==> config.mk <==
export PLATFORM = sky130hd
export DESIGN_NAME = svnet_pixmap_tx_flat
export DESIGN_NICKNAME = d
export VERILOG_FILES = /design/src/rtl/svnet_pixmap_tx_pkg.sv /design/src/rtl/svnet_pixmap_tx_if.sv /design/src/rtl/svnet_stream_delay.sv /design/src/rtl/svnet_pixmap_tx.sv /design/src/flat_wrapper.sv
export SDC_FILE = /design/constraint.sdc
export NUM_CORES = 1
export LEC_CHECK = 0
export CORE_UTILIZATION = 55
export CTS_CLUSTER_SIZE = 10
export DETAILED_ROUTE_END_ITERATION = 7
export PLACE_DENSITY = 0.81
export RECOVER_POWER = 25
export SETUP_SLACK_MARGIN = 0.02
export SLEW_MARGIN = 10
export SYNTH_ARGS = -nofsm -noshare
export SYNTH_HDL_FRONTEND = slang
export SYNTH_SLANG_ARGS = --single-unit
export TNS_END_PERCENT = 5
==> constraint.sdc <==
create_clock -name clk -period 5.3 [get_ports clk]
set_input_delay 1.06 -clock clk [delete_from_list [all_inputs] [get_ports clk]]
set_output_delay 1.06 -clock clk [all_outputs]
set_load 0.05 [all_outputs]
==> src/rtl/svnet_pixmap_tx_pkg.sv <==
// Shared types and sizing helpers for the SVNet pixmap stream source.
package svnet_pixmap_tx_pkg;

    typedef enum logic [1:0] {
        IDLE,
        RUN,
        DRAIN
    } svnet_tx_state_t;

    typedef struct packed {
        logic valid;
        logic row_end;
        logic frame_end;
    } svnet_stream_meta_t;

    function automatic int words_per_row(input int width, input int ppc);
        return (width + ppc - 1) / ppc;
    endfunction

    function automatic int addr_width(input int width, input int height, input int ppc);
        int words;
        words = words_per_row(width, ppc) * height;
        return (words > 1) ? $clog2(words) : 1;
    endfunction

endpackage

==> src/rtl/svnet_pixmap_tx_if.sv <==
// Frame-buffer read port plus outgoing pixel stream of svnet_pixmap_tx.
interface svnet_pixmap_tx_if #(
    parameter int P_BPP    = 9,
    parameter int P_PPC    = 1,
    parameter int P_WIDTH  = 32,
    parameter int P_HEIGHT = 32
);
    localparam int ADDR_W = svnet_pixmap_tx_pkg::addr_width(P_WIDTH, P_HEIGHT, P_PPC);

    logic                     o_rd_en;
    logic [ADDR_W-1:0]        o_rd_addr;
    logic [P_PPC*P_BPP-1:0]   i_rd_data;
    logic [P_PPC-1:0]         o_valid;
    logic [P_PPC-1:0]         o_row_end;
    logic [P_PPC-1:0]         o_frame_end;
    logic [P_PPC*P_BPP-1:0]   o_data;

    modport master (
        output o_rd_en, o_rd_addr, o_valid, o_row_end, o_frame_end, o_data,
        input  i_rd_data
    );

    modport slave (
        input  o_rd_en, o_rd_addr, o_valid, o_row_end, o_frame_end, o_data,
        output i_rd_data
    );
endinterface

==> src/rtl/svnet_stream_delay.sv <==
// DEPTH x WIDTH register delay line with synchronous reset; shared by SVNet stream units.
module svnet_stream_delay #(
    parameter int DEPTH = 2,
    parameter int WIDTH = 1
) (
    input  logic             clk,
    input  logic             rst,
    input  logic [WIDTH-1:0] d_i,
    output logic [WIDTH-1:0] q_o
);
    logic [WIDTH-1:0] stage_q [DEPTH];

    // NOTE: every stage is reset, so a reset mid-frame drops all in-flight beats.
    // NOTE: non-blocking assignments make each stage take its neighbour's pre-edge value.
    always_ff @(posedge clk) begin
        if (rst) begin
            for (int i = 0; i < DEPTH; i++) stage_q[i] <= '0;
        end else begin
            stage_q[0] <= d_i;
            for (int i = 1; i < DEPTH; i++) stage_q[i] <= stage_q[i-1];
        end
    end

    assign q_o = stage_q[DEPTH-1];
endmodule

==> src/rtl/svnet_pixmap_tx.sv <==
// Reads one frame from a word-addressed pixel RAM in raster order and emits it as an SVNet stream.
// Optional SVNET_PIXMAP_TX_LOOP_EN adds i_loop to repeat the latched frame without gaps.
module svnet_pixmap_tx
    import svnet_pixmap_tx_pkg::*;
#(
    parameter int P_BPP      = 9,
    parameter int P_PPC      = 1,
    parameter int P_WIDTH    = 32,
    parameter int P_HEIGHT   = 32,
    parameter int RD_LATENCY = 2
) (
    input  logic                      clk,
    input  logic                      rst,
    input  logic                      i_start,
    input  logic [$clog2(P_WIDTH):0]  i_width,
    input  logic [$clog2(P_HEIGHT):0] i_height,
    input  logic                      i_hold,
`ifdef SVNET_PIXMAP_TX_LOOP_EN
    input  logic                      i_loop,
`endif
    output logic                      o_busy,
    output logic                      o_done,
    svnet_pixmap_tx_if.master         bus
);
    localparam int WPR      = words_per_row(P_WIDTH, P_PPC);
    localparam int ADDR_W   = addr_width(P_WIDTH, P_HEIGHT, P_PPC);
    localparam int WIDTH_W  = $clog2(P_WIDTH) + 1;
    localparam int HEIGHT_W = $clog2(P_HEIGHT) + 1;
    localparam int WORD_W   = $clog2(WPR + 1);
    localparam int ROW_W    = $clog2(P_HEIGHT + 1);
    localparam int LANE_W   = P_PPC * P_BPP;
    localparam int META_W   = P_PPC * $bits(svnet_stream_meta_t) + 1;

    svnet_tx_state_t    state_q, state_d;
    logic [WIDTH_W-1:0] width_q, width_d, start_w;
    logic [HEIGHT_W-1:0] start_h;
    logic [WORD_W-1:0]  words_m1_q, words_m1_d, word_q, word_d;
    logic [ROW_W-1:0]   rows_m1_q, rows_m1_d, row_q, row_d;
    logic [ADDR_W-1:0]  addr_q, addr_d, row_base_q, row_base_d;
    logic               done_q, done_d, zero_done;
    logic [P_PPC-1:0]   valid_q, valid_d, row_end_q, row_end_d, frame_end_q, frame_end_d;
    logic [LANE_W-1:0]  data_q, data_d;

    logic issue, last_word, last_row, loop_now, done_flag, done_out;
    svnet_stream_meta_t [P_PPC-1:0] meta_in, meta_out;
    logic [META_W-1:0] pipe_in, pipe_out;

`ifdef SVNET_PIXMAP_TX_LOOP_EN
    assign loop_now = i_loop;
`else
    assign loop_now = 1'b0;
`endif

    assign issue     = (state_q == RUN) && !i_hold;
    assign last_word = (word_q == words_m1_q);
    assign last_row  = (row_q == rows_m1_q);
    assign done_flag = issue && last_word && last_row && !loop_now;

    // NOTE: every *_d takes its default before the case, so no path can infer a latch.
    always_comb begin
        state_d    = state_q;
        width_d    = width_q;
        words_m1_d = words_m1_q;
        rows_m1_d  = rows_m1_q;
        word_d     = word_q;
        row_d      = row_q;
        addr_d     = addr_q;
        row_base_d = row_base_q;
        zero_done  = 1'b0;
        start_w    = (i_width > WIDTH_W'(P_WIDTH)) ? WIDTH_W'(P_WIDTH) : i_width;
        start_h    = (i_height > HEIGHT_W'(P_HEIGHT)) ? HEIGHT_W'(P_HEIGHT) : i_height;
        case (state_q)
            IDLE: if (i_start) begin
                if (start_w == '0 || start_h == '0) begin
                    zero_done = 1'b1;
                end else begin
                    state_d    = RUN;
                    width_d    = start_w;
                    words_m1_d = WORD_W'((int'(start_w) + P_PPC - 1) / P_PPC - 1);
                    rows_m1_d  = ROW_W'(int'(start_h) - 1);
                end
            end
            RUN: if (issue) begin
                if (!last_word) begin
                    word_d = word_q + 1'b1;
                    addr_d = addr_q + 1'b1;
                end else if (!last_row) begin
                    word_d     = '0;
                    row_d      = row_q + 1'b1;
                    row_base_d = row_base_q + ADDR_W'(WPR);
                    addr_d     = row_base_d;
                end else begin
                    // Counters return to zero so a looped frame restarts at address 0.
                    word_d     = '0;
                    row_d      = '0;
                    addr_d     = '0;
                    row_base_d = '0;
                    if (!loop_now) state_d = DRAIN;
                end
            end
            DRAIN: if (done_q) state_d = IDLE;
            default: state_d = IDLE;
        endcase
    end

    always_comb begin
        meta_in = '0;
        for (int l = 0; l < P_PPC; l++) begin
            meta_in[l].valid     = issue && (int'(word_q) * P_PPC + l < int'(width_q));
            meta_in[l].row_end   = issue && (int'(word_q) * P_PPC + l == int'(width_q) - 1);
            meta_in[l].frame_end = meta_in[l].row_end && last_row;
        end
    end

    assign pipe_in = {done_flag, meta_in};

    svnet_stream_delay #(
        .DEPTH (RD_LATENCY),
        .WIDTH (META_W)
    ) u_meta_delay (
        .clk (clk),
        .rst (rst),
        .d_i (pipe_in),
        .q_o (pipe_out)
    );

    assign {done_out, meta_out} = pipe_out;

    // Lanes without a valid pixel are forced to zero rather than passing stale RAM data.
    always_comb begin
        valid_d     = '0;
        row_end_d   = '0;
        frame_end_d = '0;
        data_d      = '0;
        for (int l = 0; l < P_PPC; l++) begin
            valid_d[l]     = meta_out[l].valid;
            row_end_d[l]   = meta_out[l].row_end;
            frame_end_d[l] = meta_out[l].frame_end;
            if (meta_out[l].valid) data_d[l*P_BPP +: P_BPP] = bus.i_rd_data[l*P_BPP +: P_BPP];
        end
        done_d = zero_done | done_out;
    end

    always_ff @(posedge clk) begin
        if (rst) begin
            state_q     <= IDLE;
            width_q     <= '0;
            words_m1_q  <= '0;
            rows_m1_q   <= '0;
            word_q      <= '0;
            row_q       <= '0;
            addr_q      <= '0;
            row_base_q  <= '0;
            done_q      <= 1'b0;
            valid_q     <= '0;
            row_end_q   <= '0;
            frame_end_q <= '0;
            data_q      <= '0;
        end else begin
            state_q     <= state_d;
            width_q     <= width_d;
            words_m1_q  <= words_m1_d;
            rows_m1_q   <= rows_m1_d;
            word_q      <= word_d;
            row_q       <= row_d;
            addr_q      <= addr_d;
            row_base_q  <= row_base_d;
            done_q      <= done_d;
            valid_q     <= valid_d;
            row_end_q   <= row_end_d;
            frame_end_q <= frame_end_d;
            data_q      <= data_d;
        end
    end

    assign o_busy          = (state_q != IDLE);
    assign o_done          = done_q;
    assign bus.o_rd_en     = issue;
    assign bus.o_rd_addr   = addr_q;
    assign bus.o_valid     = valid_q;
    assign bus.o_row_end   = row_end_q;
    assign bus.o_frame_end = frame_end_q;
    assign bus.o_data      = data_q;
endmodule
==> src/flat_wrapper.sv <==
// flat-port wrapper written by rule: the top's interface ports become plain ports
module svnet_pixmap_tx_flat import svnet_pixmap_tx_pkg::*;
#(
    parameter int P_BPP      = 9,
    parameter int P_PPC      = 1,
    parameter int P_WIDTH    = 32,
    parameter int P_HEIGHT   = 32,
    parameter int RD_LATENCY = 2
)
  (clk, rst, i_start, i_width, i_height, i_hold, o_busy, o_done, bus_o_rd_en, bus_o_rd_addr, bus_o_valid, bus_o_row_end, bus_o_frame_end, bus_o_data, bus_i_rd_data);
  svnet_pixmap_tx_if #(.P_BPP(P_BPP), .P_PPC(P_PPC), .P_WIDTH(P_WIDTH), .P_HEIGHT(P_HEIGHT)) bus_i ();
  input  logic clk;
  input  logic rst;
  input  logic i_start;
  input  logic [$clog2(P_WIDTH):0] i_width;
  input  logic [$clog2(P_HEIGHT):0] i_height;
  input  logic i_hold;
  output logic o_busy;
  output logic o_done;
  output wire logic [$bits(bus_i.o_rd_en)-1:0] bus_o_rd_en;
  output wire logic [$bits(bus_i.o_rd_addr)-1:0] bus_o_rd_addr;
  output wire logic [$bits(bus_i.o_valid)-1:0] bus_o_valid;
  output wire logic [$bits(bus_i.o_row_end)-1:0] bus_o_row_end;
  output wire logic [$bits(bus_i.o_frame_end)-1:0] bus_o_frame_end;
  output wire logic [$bits(bus_i.o_data)-1:0] bus_o_data;
  input wire logic [$bits(bus_i.i_rd_data)-1:0] bus_i_rd_data;
  assign bus_o_rd_en = bus_i.o_rd_en;
  assign bus_o_rd_addr = bus_i.o_rd_addr;
  assign bus_o_valid = bus_i.o_valid;
  assign bus_o_row_end = bus_i.o_row_end;
  assign bus_o_frame_end = bus_i.o_frame_end;
  assign bus_o_data = bus_i.o_data;
  assign bus_i.i_rd_data = bus_i_rd_data;
  svnet_pixmap_tx #(.P_BPP(P_BPP), .P_PPC(P_PPC), .P_WIDTH(P_WIDTH), .P_HEIGHT(P_HEIGHT), .RD_LATENCY(RD_LATENCY)) u_core (.clk(clk), .rst(rst), .i_start(i_start), .i_width(i_width), .i_height(i_height), .i_hold(i_hold), .o_busy(o_busy), .o_done(o_done), .bus(bus_i));
endmodule
==> impl_metrics.yaml <==
outcome:
  status: "finished with violations"
  violations: "max-capacitance violations, max-slew violations"
synthesis:
  syn_inst: 401
  syn_nets: 441
  yosys.area.top_type: "dfxtp_1"
  seq_area_frac_synth_pct: 42.07
  synth_edf_count: 0
  yosysWarningCount: 0
  synthMostInstantiatedCell: "dfxtp_1"
  ys_ff_latch: 73
  netlist_area_um2: 3473
  synth_top_area_share_pct: 42.07
  synth_cell_types: 46
  syn_area_per_cell_um2: 8.662
  synth_async_sr_flop_share_pct: 0
  ys_top_cells_by_count: "dfxtp_1 (73), nand2_1 (35), nor2_1 (31)"
  ys.flop_type: "dfxtp_1"
  synthTopCellsByArea: "dfxtp_1 (42%), ha_1 (5.4%), xor2_1 (4.5%), a21oi_1 (4.3%), nand2_1 (3.8%)"
final_layout:
  nets: 479
  layout-drive-gt1-share_pct: 5.405
  area_delta_synth_final_pct: 21.54
  antenna_cells: 0
  final_area_um2: 4222
  nFillCells: 479
  final_util_pct: 70.47
run:
  drv_cap: 1
floorplanning:
  top_level_ports: 50
  die_x_um: 81.47
  rows: 28
  dieHeight_um: 81.47
  start_util_pct: 57.98
  coreArea_um2: 5991
  dieArea_um2: 6637
sta:
  final.setup.tns_ns: 0
  final_hold_viol_count: 0
  slew_headroom_pct: -54.11
  clock_skew_ns: 0.007254
  rsz0062_at_grt: "false"
  fin_ws_ns: 1.205
  whs_ns: 0.4380
  setup_viol: 0
  max_freq_ghz: 0.2442
  tightest_slew_ns: 2.312
  slew_violations: 55
  period_minus_slack_ns: 4.095
  fin_crit_sh_pct: 77.26
worst_setup_path:
  crit_fanout: 13
  start_kind: "input pin"
  path_delay_family: "buffers and inverters"
  max_stage_delay_ns: 0.81
  path_cells: "clkdlybuf4s50_1, or3b_1, inv_1, clkdlybuf4s50_1"
  critPathRequiredTime_ns: 4.24
  crit_top_cell: "clkdlybuf4s50_1"
  crit_path_end_kind: "primary output"
  cp.buffers_inverters: 3
  crit_arrival_ns: 3.03
  critPathSlowestCell: "clkdlybuf4s50_1"
  path_class: "input pin to primary output"
cts:
  ctsHoldBuffers: 0
  numCtsBuffers: 9
  ctsResizeCount: 0
  clockBufferDepth: 2
  clockRootBuffer: "clkbuf_8"
  cts_tree: "built"
  clk_latency_ns: 0.35
  clkSinkCount: 73
  htreeDepth: 3
  post-cts-setup-buffers: 0
  clkTransAtPathRegs_ns: 0.07
global_routing:
  grt_pass1_wl_mm: 12.09
  grt_max_degree: 55
  overflow: 0
  antenna_found_initial: 0
  grt_pass1_vias: 2677
  grt_usage_pct: 24.04
placement:
  place_hpwl_mm: 4.939
  gp_congestion: 0.8145
  place_area_um2: 3946
  dp_slack_ns: 1.212
  port_buffers: 49
worst_hold_path:
  hold_class: "register to register"
drt:
  drtIter0Drc: 199
  wire_per_inst_um: 14.09
  route.vias.total: 2957
  ant_nets: 0
  drt_first_pass_iters: 5
  drc: 0
  routed_via_density: 5.697
  routed_wl_mm: 7.313
power_and_ir_drop:
  power_leakage_uw: 0.001591
  ir_drop_mv: 0.2342
  p_per_area_nw_per_um2: 317.6
per-layer routing:
metal | wire [um] | vias up | share of wire [%] | track usage [%]
li1 | - | 1467 | - | -
met1 | 3303 | 1375 | 45 | 30.11
met2 | 3443 | 102 | 47 | 38.50
met3 | 444 | 13 | 6.1 | 6.000
met4 | 122 | 0 | 1.7 | 11.61
met5 | 0 | - | 0 | 0
worst register-to-register path: stages, from the launching register on:
cell and delay [ns]:
dfxtp_1 0.36, or3b_1 0.56, inv_1 0.15, buf_4 0.25, and3_1 0.54, a31oi_1 0.26, and2_1 0.32
registers in the layout, indices dropped and copies added (netlist names):
register,flops
u_core.bus.o_data,9
u_core.bus.o_frame_end,1
u_core.bus.o_rd_addr,10
u_core.bus.o_row_end,1
u_core.bus.o_valid,1
u_core.o_done,1
u_core.row_base_q,10
u_core.row_q,6
u_core.rows_m1_q,6
u_core.state_q,2
u_core.u_meta_delay.stage_q,8
u_core.width_q,6
u_core.word_q,6
u_core.words_m1_q,6
metrics by stage:
stage               cells  power, uW
floorplan             401      708.9
global placement      503      754.4
detailed placement    503      759.6
CTS                   519       1345
global route          519       1395
finish                519       1341
final cells by class:
type                       count  area, um2  share of cell area (%)
inverter                      14      52.55                   1.245
clock buffer                  11      151.4                   3.586
tap                           75      93.84                   2.223
clock inverter                 5      125.1                   2.964
timing repair buffer          50      491.7                   11.65
sequential                    73       1461                   34.62
multi-input combinational    291       1846                   43.72
layout by cell type, fill, tap and decap left out, types with 9 or more instances in the layout:
cell type and n:
xor2_1 18, a21oi_1 30, xnor2_1 10, nand2_1 35
clkdlybuf4s50_1 44, inv_1 14, nor3_1 20, nor2b_1 11
ha_1 15, and2_1 10, nor2_1 31, nand3_1 25
dfxtp_1 73, o21ai_0 9, clkbuf_8 11
power breakdown:
part           total, uW  switching (uW)  internal, uW
logic                172             108          64.3
clock network        591             205           385
registers            577            13.9           564
logic make-up (layout without fill, tap and decap cells):
logic type,count (synthesis),after routing,share of synthesized area [%]
adders and majority gates,15,15,5.403
muxes,3,3,0.9366
xor gates and xnor gates,31,31,8.465
buffers and inverters,37,80,4.791
and+or+nand+nor,173,173,25.83
DFF,73,73,42.07
AOI/OAI and AO/OA,69,69,12.50
path summary, 6_finish.rpt:
path,start,end,slack [ns],cells after the start
max reg2reg,u_core.state_q[0]$_SDFFE_PP0P_,u_core.row_base_q[0]$_SDFFE_PP0P_,2.76,6
max,i_hold,bus_o_rd_en,1.21,4
min reg2reg,u_core.u_meta_delay.stage_q[0][5]$_SDFF_PP0_,u_core.bus.o_row_end$_SDFF_PP0_,0.44,1
min,u_core.u_meta_delay.stage_q[0][5]$_SDFF_PP0_,u_core.bus.o_row_end$_SDFF_PP0_,0.44,1
Power figures use the tool's default switching activity.
